`config.mk`:
```
export PLATFORM = sky130hd
export DESIGN_NAME = branch_sequencer_flat
export DESIGN_NICKNAME = d
export VERILOG_FILES = /design/src/rtl/branch_sequencer_if.sv /design/src/rtl/branch_sequencer.sv /design/src/flat_wrapper.sv
export SDC_FILE = /design/constraint.sdc
export NUM_CORES = 1
export LEC_CHECK = 0
export CAP_MARGIN = 20
export CELL_PAD_IN_SITES_DETAIL_PLACEMENT = 1
export CELL_PAD_IN_SITES_GLOBAL_PLACEMENT = 2
export CORE_UTILIZATION = 25
export DETAILED_ROUTE_END_ITERATION = 8
export GPL_TIMING_DRIVEN = 0
export PLACE_DENSITY = 0.88
export SYNTH_ARGS = -nofsm -noshare
export SYNTH_HDL_FRONTEND = slang
export SYNTH_SLANG_ARGS = --single-unit
```
`constraint.sdc`:
```
create_clock -name clk -period 6.7 [get_ports clk]
set_input_delay 1.34 -clock clk [delete_from_list [all_inputs] [get_ports clk]]
set_output_delay 1.34 -clock clk [all_outputs]
set_load 0.01 [all_outputs]
```
`src/rtl/branch_sequencer_if.sv`:
```
// Instruction/flag inputs and PC/link/flag outputs between the branch sequencer and its core.
// The driver uses the master modport; the sequencer uses the slave modport.
interface branch_sequencer_if #(
  parameter int unsigned PC_W = 16
);
  logic            stall;
  logic            instr_valid;
  logic [2:0]      op_tf;
  logic [2:0]      cond;
  logic [PC_W-1:0] target;
  logic            flag_we;
  logic            alu_o;
  logic            alu_s;
  logic            alu_c;
  logic            alu_z;
  logic [PC_W-1:0] pc;
  logic            flush;
  logic            link_we;
  logic [PC_W-1:0] link_data;
  logic [3:0]      flags;

  modport master (
    output stall, instr_valid, op_tf, cond, target, flag_we,
           alu_o, alu_s, alu_c, alu_z,
    input  pc, flush, link_we, link_data, flags
  );

  modport slave (
    input  stall, instr_valid, op_tf, cond, target, flag_we,
           alu_o, alu_s, alu_c, alu_z,
    output pc, flush, link_we, link_data, flags
  );
endinterface

```
`src/rtl/branch_sequencer.sv`:
```
// PC sequencer: evaluates conditional branches against {O,S,C,Z} (with ALU bypass),
// redirects the PC on taken branches and inserts one flush bubble behind each.
module branch_sequencer #(
  parameter int unsigned     PC_W     = 16,
  parameter logic [PC_W-1:0] RESET_PC = '0
) (
  input  logic                clk,
  input  logic                reset,
  branch_sequencer_if.slave   bus
);

  typedef enum logic [1:0] {
    ST_BOOT  = 2'd0,
    ST_RUN   = 2'd1,
    ST_FLUSH = 2'd2
  } state_e;

  localparam logic [2:0] OP_JF  = 3'b000;
  localparam logic [2:0] OP_JT  = 3'b001;
  localparam logic [2:0] OP_J   = 3'b010;
  localparam logic [2:0] OP_JAL = 3'b011;
  localparam logic [2:0] OP_JR  = 3'b100;

  localparam logic [2:0] CD_TRUE    = 3'b000;
  localparam logic [2:0] CD_NEG     = 3'b001;
  localparam logic [2:0] CD_ZERO    = 3'b010;
  localparam logic [2:0] CD_CARRY   = 3'b100;
  localparam logic [2:0] CD_NEGZERO = 3'b101;
  localparam logic [2:0] CD_OVF     = 3'b111;

  state_e          state_q, state_d;
  logic [PC_W-1:0] pc_q, pc_d;
  logic [3:0]      flags_q, flags_d;
  logic            flush_q, flush_d;

  logic [3:0]      alu_flags;
  logic [3:0]      eval_flags;
  logic [PC_W-1:0] pc_inc;
  logic            sel_flag;
  logic            cond_ok;
  logic            taken;
  logic            accept;

  assign alu_flags  = {bus.alu_o, bus.alu_s, bus.alu_c, bus.alu_z};
  // Same-cycle flag producers are visible to their own branch condition.
  assign eval_flags = bus.flag_we ? alu_flags : flags_q;
  assign pc_inc     = pc_q + PC_W'(1);
  assign accept     = (state_q == ST_RUN) && bus.instr_valid && !bus.stall && !reset;

  // Condition select and taken decision; undefined encodings never branch.
  always_comb begin
    sel_flag = 1'b0;
    cond_ok  = 1'b1;
    taken    = 1'b0;
    case (bus.cond)
      CD_TRUE:    sel_flag = 1'b1;
      CD_NEG:     sel_flag = eval_flags[2];
      CD_ZERO:    sel_flag = eval_flags[0];
      CD_CARRY:   sel_flag = eval_flags[1];
      CD_NEGZERO: sel_flag = eval_flags[2] & eval_flags[0];
      CD_OVF:     sel_flag = eval_flags[3];
      default:    cond_ok  = 1'b0;
    endcase
    case (bus.op_tf)
      OP_JF:               taken = cond_ok & ~sel_flag;
      OP_JT:               taken = cond_ok &  sel_flag;
      OP_J, OP_JAL, OP_JR: taken = 1'b1;
      default:             taken = 1'b0;
    endcase
  end

  // Next-state logic; stall leaves every register at its current value.
  always_comb begin
    state_d = state_q;
    pc_d    = pc_q;
    flags_d = flags_q;
    flush_d = flush_q;
    if (!bus.stall) begin
      case (state_q)
        ST_BOOT: begin
          state_d = ST_RUN;
          flush_d = 1'b0;
        end
        ST_RUN: begin
          flush_d = 1'b0;
          if (bus.instr_valid) begin
            if (bus.flag_we) flags_d = alu_flags;
            if (taken) begin
              pc_d    = bus.target;
              flush_d = 1'b1;
              state_d = ST_FLUSH;
            end else begin
              pc_d = pc_inc;
            end
          end
        end
        ST_FLUSH: begin
          pc_d    = pc_inc;
          flush_d = 1'b0;
          state_d = ST_RUN;
        end
        default: begin
          state_d = ST_BOOT;
          flush_d = 1'b0;
        end
      endcase
    end
  end

  always_ff @(posedge clk) begin
    if (reset) begin
      state_q <= ST_BOOT;
      pc_q    <= RESET_PC;
      flags_q <= 4'b0000;
      flush_q <= 1'b0;
    end else begin
      state_q <= state_d;
      pc_q    <= pc_d;
      flags_q <= flags_d;
      flush_q <= flush_d;
    end
  end

  assign bus.pc        = pc_q;
  assign bus.flush     = flush_q;
  assign bus.flags     = flags_q;
  // Link write happens in the jal's own execution cycle.
  assign bus.link_we   = accept && (bus.op_tf == OP_JAL);
  assign bus.link_data = pc_inc;

endmodule

```
`src/flat_wrapper.sv`:
```
// flat-port wrapper written by rule: the top's interface ports become plain ports
module branch_sequencer_flat 
#(
  parameter int unsigned     PC_W     = 16,
  parameter logic [PC_W-1:0] RESET_PC = '0
)
  (clk, reset, bus_stall, bus_instr_valid, bus_op_tf, bus_cond, bus_target, bus_flag_we, bus_alu_o, bus_alu_s, bus_alu_c, bus_alu_z, bus_pc, bus_flush, bus_link_we, bus_link_data, bus_flags);
  branch_sequencer_if #(.PC_W(PC_W)) bus_i ();
  input  logic clk;
  input  logic reset;
  input wire logic [$bits(bus_i.stall)-1:0] bus_stall;
  input wire logic [$bits(bus_i.instr_valid)-1:0] bus_instr_valid;
  input wire logic [$bits(bus_i.op_tf)-1:0] bus_op_tf;
  input wire logic [$bits(bus_i.cond)-1:0] bus_cond;
  input wire logic [$bits(bus_i.target)-1:0] bus_target;
  input wire logic [$bits(bus_i.flag_we)-1:0] bus_flag_we;
  input wire logic [$bits(bus_i.alu_o)-1:0] bus_alu_o;
  input wire logic [$bits(bus_i.alu_s)-1:0] bus_alu_s;
  input wire logic [$bits(bus_i.alu_c)-1:0] bus_alu_c;
  input wire logic [$bits(bus_i.alu_z)-1:0] bus_alu_z;
  output wire logic [$bits(bus_i.pc)-1:0] bus_pc;
  output wire logic [$bits(bus_i.flush)-1:0] bus_flush;
  output wire logic [$bits(bus_i.link_we)-1:0] bus_link_we;
  output wire logic [$bits(bus_i.link_data)-1:0] bus_link_data;
  output wire logic [$bits(bus_i.flags)-1:0] bus_flags;
  assign bus_i.stall = bus_stall;
  assign bus_i.instr_valid = bus_instr_valid;
  assign bus_i.op_tf = bus_op_tf;
  assign bus_i.cond = bus_cond;
  assign bus_i.target = bus_target;
  assign bus_i.flag_we = bus_flag_we;
  assign bus_i.alu_o = bus_alu_o;
  assign bus_i.alu_s = bus_alu_s;
  assign bus_i.alu_c = bus_alu_c;
  assign bus_i.alu_z = bus_alu_z;
  assign bus_pc = bus_i.pc;
  assign bus_flush = bus_i.flush;
  assign bus_link_we = bus_i.link_we;
  assign bus_link_data = bus_i.link_data;
  assign bus_flags = bus_i.flags;
  branch_sequencer #(.PC_W(PC_W), .RESET_PC(RESET_PC)) u_core (.clk(clk), .reset(reset), .bus(bus_i));
endmodule
```
==> metrics.yaml, run 1 <==
placement:
  io_buffers: 68
  gp_congestion: 0.760
  dpl.hpwl_mm: 3.72
  pre_cts_slack_ns: 1.64
  place_area_um2: 2350
worst_setup_path:
  worst_setup_path_start_kind: "primary input"
  rr_endpoint: "u_core.bus.pc[14]"
  crit_required_ns: 5.36
  arrival_ns: 3.23
  cp-end-kind: "output port"
  reg2reg_setup_slack_ns: 4.05
  reg2reg_from: "u_core.bus.flags[0]"
  critPathSlowestCell: "nor4b_1"
  crit_chain: "clkdlybuf4s50_1 > nor4b_1 > and4b_1 > clkdlybuf4s50_1"
  crit_fanout: 7
  crit_type: "in2out"
  reg2regPathDepth: 8
  slowest_delay_ns: 0.54
  crit_path_frequent_cell: "clkdlybuf4s50_1"
routing:
  vias: 1669
  ant_nets: 0
  wl_met3_um: 315
  post-route-drc-count: 0
  wl_met2_mm: 2.27
  wl_met1_mm: 2.18
  initialDrtViolationCount: 51
  wl_mm: 4.80
  dr.pass1.iters: 4
  highest_layer: "met4"
  drt-wirelength-per-cell_um: 14.1
  via_per_inst: 4.91
synth:
  syn-num-nets: 224
  yosysTopAreaCellShare_pct: 29.2
  netlist_area_um2: 1580
  synth_warnings: 0
  synth.area.top_cells: "dfxtp_1 29%, mux2i_1 11%, a21oi_1 6.7%"
  ys_seq_elements: 23
  seq_area_frac_synth_pct: 29.2
  syn_avg_cell_area_um2: 8.20
  synth_top_area_cell: "dfxtp_1"
  syn_inst: 192
  ys_types: 41
clocking:
  cts_hold_buf: 0
  path_clk_slew_ns: 0.09
  cts_resized: 0
  cts_tree: "done"
  cts_buffer_depth: 2
  clock_latency_ns: 0.27
  htree_num_levels: 1
  numCtsBuffers: 3
  root_buffer: "clkbuf_8"
  cts_sinks: 23
  post_cts_buffers: 0
global_routing:
  grt_pass1_vias: 1643
  grt_max_degree: 13
  antenna_found_initial: 0
  gr-usage-all-layers_pct: 15.4
  gr-total-overflow: 0
  grt_pass1_wl_mm: 7.82
sta:
  rsz0062_at_grt: "false"
  finalHoldViolations: 0
  finalWorstSetupSlack_ns: 2.13
  tightest_slew_ns: 0.619
  fmax_ghz: 0.219
  timing.hold.ws_ns: 0.470
  finalCritPeriodShare_pct: 68.2
  clock_skew_ns: 0.00215
  tns_ns: 0
  maxSlewViolCount: 0
  maxSlewHeadroom_pct: 58.4
  finalWorstPathRequiredPeriod_ns: 4.57
  finalSetupViolCount: 0
die:
  fp.dieW_um: 81.4
  row_count: 28
  die_area_um2: 6620
  pin_count: 69
  core-area_um2: 5990
  start_util_pct: 26.3
  fp.dieH_um: 81.4
hold_path:
  hold_path_startpoint: "u_core.bus.flush"
  min_path_type: "reg2reg"
  whs_endpoint: "u_core.bus.flush"
  min_delay_path_depth: 2
job:
  maxCapViolations: 0
pwr:
  peakVddDrop_mv: 0.0702
  p_per_area_nw_per_um2: 134
  leakagePower_nw: 0.880
finish:
  insertedDiodeCount: 0
  seqCellArea_um2: 460
  drive_gt1_share_pct: 5.28
  fillers: 716
  nets: 298
  syn2layout_area_growth_pct: 52.3
  multi_input_area_um2: 987
  stdcell_area_um2: 2400
status:
  status: "finished clean"
==> flip-flops by register name, summed over array words and instances (netlist names) <==
signal / count
u_core.bus.flags: 4
u_core.bus.pc: 16
u_core.state_q: 2
u_core.bus.flush: 1
==> critical path, delay by kind of cell <==
kind | cells | cell delay (ns)
simple gates | 2 | 0.83
buf+inv | 2 | 1.06
==> Yosys cell counts <==
master and instances:
inv_1 13, a211oi_1 2, o31a_1 1, nand3b_1 4, buf_4 1, a2111oi_2 1, dlygate4sd1_1 1, clkbuf_1 1
nor2_1 13, or3_1 1, mux2i_1 18, xor2_1 5, o31ai_4 1, a41oi_1 1, clkbuf_8 1, nor2b_1 2
o21ai_0 3, and3b_1 1, buf_2 1, nor4b_1 1, dlygate4sd3_1 1, and3_1 4, nor3b_1 2, clkbuf_4 1
a21oi_1 21, or2b_1 1, xnor2_1 10, nand2_1 17, o32ai_1 10, nor3_1 4, or3_2 2, nand3_1 12
dfxtp_1 23, and4b_1 1, nand4_1 3, ha_1 1, a311o_1 1, a21o_1 1, nand2b_1 1, buf_6 2
a31oi_1 2
==> routing by layer <==
layer / global-route usage (%) / vias up
met5: 0 / -
met4: 3.75 / 0
met3: 3.37 / 4
met2: 26.2 / 48
met1: 19.4 / 779
li1: - / 838
==> layout by cell type (no fill, tap or decap), types with 5 or more instances in the layout <==
cell type / netlist / routed
nand2_1: 17 / 17
xor2_1: 5 / 5
mux2i_1: 18 / 18
nor2_1: 13 / 13
inv_1: 13 / 13
nand3_1: 12 / 12
a21oi_1: 21 / 21
clkdlybuf4s50_1: 0 / 68
dfxtp_1: 23 / 23
xnor2_1: 10 / 10
o32ai_1: 10 / 10
==> final cells by class <==
class | count | share of cell area (%)
Sequential cell | 23 | 19.2
Inverter | 13 | 2.03
Buffer | 9 | 3.28
Tap cell | 75 | 3.91
Timing Repair Buffer | 69 | 28.6
Clock buffer | 4 | 1.88
Multi-Input combinational cell | 147 | 41.1
==> power breakdown <==
part	internal (mW)	total, mW	switching (mW)
Sequential	0.141	0.146	0.00510
Combinational	0.0487	0.0872	0.0385
Clock	0.0425	0.0893	0.0468
==> metrics by stage <==
stage | instances | power (mW) | utilization, %
after floorplan | 192 | 0.193 | -
after global placement | 335 | 0.236 | 39.2
after detailed placement | 335 | 0.237 | 39.2
after CTS | 339 | 0.328 | 40.0
after global routing | 340 | 0.340 | 40.1
final | 340 | 0.322 | 40.1
==> logic make-up after synthesis <==
group	share of synthesized area, %
AOI/OAI and AO/OA	19.5
xor gates and xnor gates	8.34
adders and majority gates	0.794
buffers and inverters	8.10
DFF	29.2
muxes	11.4
and+or+nand+nor	22.6
==> worst max-delay path by stage <==
stage | cells past startpoint | end | startpoint | slack, ns
4_1_cts | 4 | bus_link_we | bus_stall | 1.62
3_3_place_gp | 4 | bus_link_we | bus_stall | 1.64
5_1_grt | 4 | bus_link_we | bus_stall | 1.98
2_1_floorplan | 2 | bus_link_we | bus_stall | 3.03
3_5_place_dp | 4 | bus_link_we | bus_stall | 1.64
6_report | 4 | bus_link_we | bus_stall | 2.13
Power figures use the tool's default switching activity.
==> inputs of run 2 (changes only) <==
--- a/config.mk
+++ b/config.mk
@@ -8,10 +8,10 @@
 export CAP_MARGIN = 20
 export CELL_PAD_IN_SITES_DETAIL_PLACEMENT = 1
 export CELL_PAD_IN_SITES_GLOBAL_PLACEMENT = 2
-export CORE_UTILIZATION = 25
+export CORE_UTILIZATION = 23
 export DETAILED_ROUTE_END_ITERATION = 8
 export GPL_TIMING_DRIVEN = 0
-export PLACE_DENSITY = 0.88
+export PLACE_DENSITY = 0.82
 export SYNTH_ARGS = -nofsm -noshare
 export SYNTH_HDL_FRONTEND = slang
 export SYNTH_SLANG_ARGS = --single-unit
==> constraint.sdc (replaced) <==
create_clock -name clk -period 4.6 [get_ports clk]
set_input_delay 0.92 -clock clk [delete_from_list [all_inputs] [get_ports clk]]
set_output_delay 0.92 -clock clk [all_outputs]
set_load 0.01 [all_outputs]
==> metrics.yaml, run 2 (synthesis gave the netlist of run 1 again) <==
status:
  status: "finished with violations"
  violations: "DRC"
clocking:
  cts_sinks: 23  # unchanged
  root_buffer: "clkbuf_8"
  clock_latency_ns: 0.27  # about the same
  cts_buffer_depth: 2  # unchanged
  cts_hold_buf: 0  # unchanged
  cts_resized: 0  # unchanged
  path_clk_slew_ns: 0.09  # about the same
  numCtsBuffers: 3  # unchanged
  htree_num_levels: 1  # unchanged
  post_cts_buffers: 0  # unchanged
  cts_tree: "done"
routing:
  initialDrtViolationCount: 57  # +12%
  ant_nets: 0  # unchanged
  post-route-drc-count: 5  # +5
  vias: 1673  # +0.24%
  wl_mm: 4.92  # +2.5%
  via_per_inst: 4.89  # -0.35%
  drt-wirelength-per-cell_um: 14.4  # +1.9%
  dr.pass1.iters: 6  # +2
worst_setup_path:
  crit_path_frequent_cell: "and3_1"
  crit_fanout: 6  # -1
  slowest_delay_ns: 0.64  # +0.10 ns
  path_buf_inv: 1  # -1
  crit_type: "reg2out"
  crit_family: "simple AND/OR/NAND/NOR gates"
  arrival_ns: 2.76  # -0.47 ns
  critPathSlowestCell: "nor3_1"
  crit_required_ns: 3.68  # -1.68 ns
  cp-end-kind: "output port"
  worst_setup_path_start_kind: "register"
  crit_chain: "and3_1 > nand3_1 > nor3_1 > and3_1 > xor2_1 > clkdlybuf4s50_1"
global_routing:
  grt_max_degree: 13  # unchanged
  antenna_found_initial: 0  # unchanged
  gr-usage-all-layers_pct: 14.3  # -1.0 points
  gr-total-overflow: 0  # unchanged
  grt_pass1_wl_mm: 8.27  # +5.7%
  grt_pass1_vias: 1718  # +4.6%
die:
  fp.dieH_um: 84.8  # +4.2%
  start_util_pct: 24.3  # -2.0 points
  pin_count: 69  # unchanged
  core-area_um2: 6490  # +8.4%
  die_area_um2: 7180  # +8.5%
  row_count: 29  # +3.6%
  fp.dieW_um: 84.8  # +4.2%
pwr:
  leakagePower_nw: 0.879  # about the same
  power_mw: 0.471  # +46%
  p_int_mw: 0.338  # +46%
  p_per_area_nw_per_um2: 196  # +46%
  pwr-share-seq_pct: 45.0  # -0.2 points
  p_comb_share_pct: 27.3  # +0.2 points
  peakVddDrop_mv: 0.0917  # +31%
  net-switching-power_mw: 0.133  # +47%
  clkPwrFrac_pct: 27.6  # about the same
  sw_frac_of_total_pct: 28.2  # +0.17 points
finish:
  finish.utilization_pct: 37.1  # -3.0 points
  final_cell_mix: "68 x clkdlybuf4s50_1, 23 x dfxtp_1, 21 x a21oi_1, 18 x mux2i_1, 17 x nand2_1"
  fillers: 779  # +8.8%
  insertedDiodeCount: 0  # unchanged
  drive_gt1_share_pct: 5.28  # unchanged
  final_common_cell: "clkdlybuf4s50_1"
  largest_reg_flops: 16  # unchanged
  nets: 298  # unchanged
  syn2layout_area_growth_pct: 52.8
  final_cell_count_no_fill: 342  # +0.59%
hold_path:
  min_path_type: "reg2reg"
sta:
  finalHoldViolations: 0  # unchanged
  finalWorstPathRequiredPeriod_ns: 3.68
  maxSlewViolCount: 0  # unchanged
  rsz0062_at_grt: "false"
  maxSlewHeadroom_pct: 53.0  # -5.4 points
  fmax_ghz: 0.272
  tightest_slew_ns: 0.699  # +0.0798 ns
  tns_ns: 0  # unchanged
  clock_skew_ns: 0.00564  # +0.00348 ns
  finalSetupViolCount: 0  # unchanged
  finalWorstSetupSlack_ns: 0.925  # -1.20 ns
  finalCritPeriodShare_pct: 79.9
job:
  maxCapViolations: 0  # unchanged
placement:
  pre_cts_slack_ns: 0.815  # -0.829 ns
  dpl.hpwl_mm: 3.81  # +2.3%
  io_buffers: 68  # unchanged
  gp_congestion: 0.740  # -2.7%
  dp.cells: 338  # +0.90%
-- run 2: final cells by class --
class,instances,area (um2),share of cell area [%]
multi-input cells,147,987,41.0
repair buffers,69,691,28.7
flip-flops and latches,23,460,19.1
well taps,77,96.3,4.00
plain buffers,9,78.8,3.27
inverters,13,48.8,2.03
clock buffers,4,45.0,1.87
-- run 2: path summary, 6_finish.rpt --
path | end | startpoint | cells after the start | slack (ns)
hold reg to reg | u_core.bus.flush | u_core.bus.flush | 2 | 0.48
setup reg to reg | u_core.bus.pc[7] | u_core.bus.flags[2] | 8 | 1.95
hold / removal | u_core.bus.flush | u_core.bus.flush | 2 | 0.48
setup / recovery | bus_link_data[15] | u_core.bus.pc[0] | 6 | 0.92
-- run 2: worst reg2reg max path, stage by stage (launching register included) --
cell and delay [ns]:
dfxtp_1 0.35, and3b_1 0.19, a311o_1 0.29, a2111oi_2 0.36
mux2i_1 0.18, o31ai_4 0.56, buf_6 0.25, mux2i_1 0.23
o32ai_1 0.11
-- run 2: metal layers --
layer	global-route usage [%]	routed length, um
met4	3.70	44
met5	0	0
met3	2.26	251
met2	23.7	2220
met1	19.4	2400
-- run 2: power by group through the flow --
| stage | combinational, mW | sequential (mW) | clock (mW) |
|---|---|---|---|
| global placement | 0.128 | 0.217 | 0 |
| CTS | 0.131 | 0.212 | 0.137 |
| global route | 0.140 | 0.214 | 0.144 |
| finish | 0.129 | 0.212 | 0.130 |
| detailed placement | 0.130 | 0.217 | 0 |
| floorplan | 0.0635 | 0.218 | 0 |
-- run 2: stage by stage --
stage / instance area [um2] / hold slack, ns
2_1_floorplan: 1580 / 0.470
3_3_place_gp: 2350 / 0.450
3_5_place_dp: 2360 / 0.456
4_1_cts: 2410 / 0.480
5_1_grt: 2410 / 0.509
6_report: 2410 / 0.476
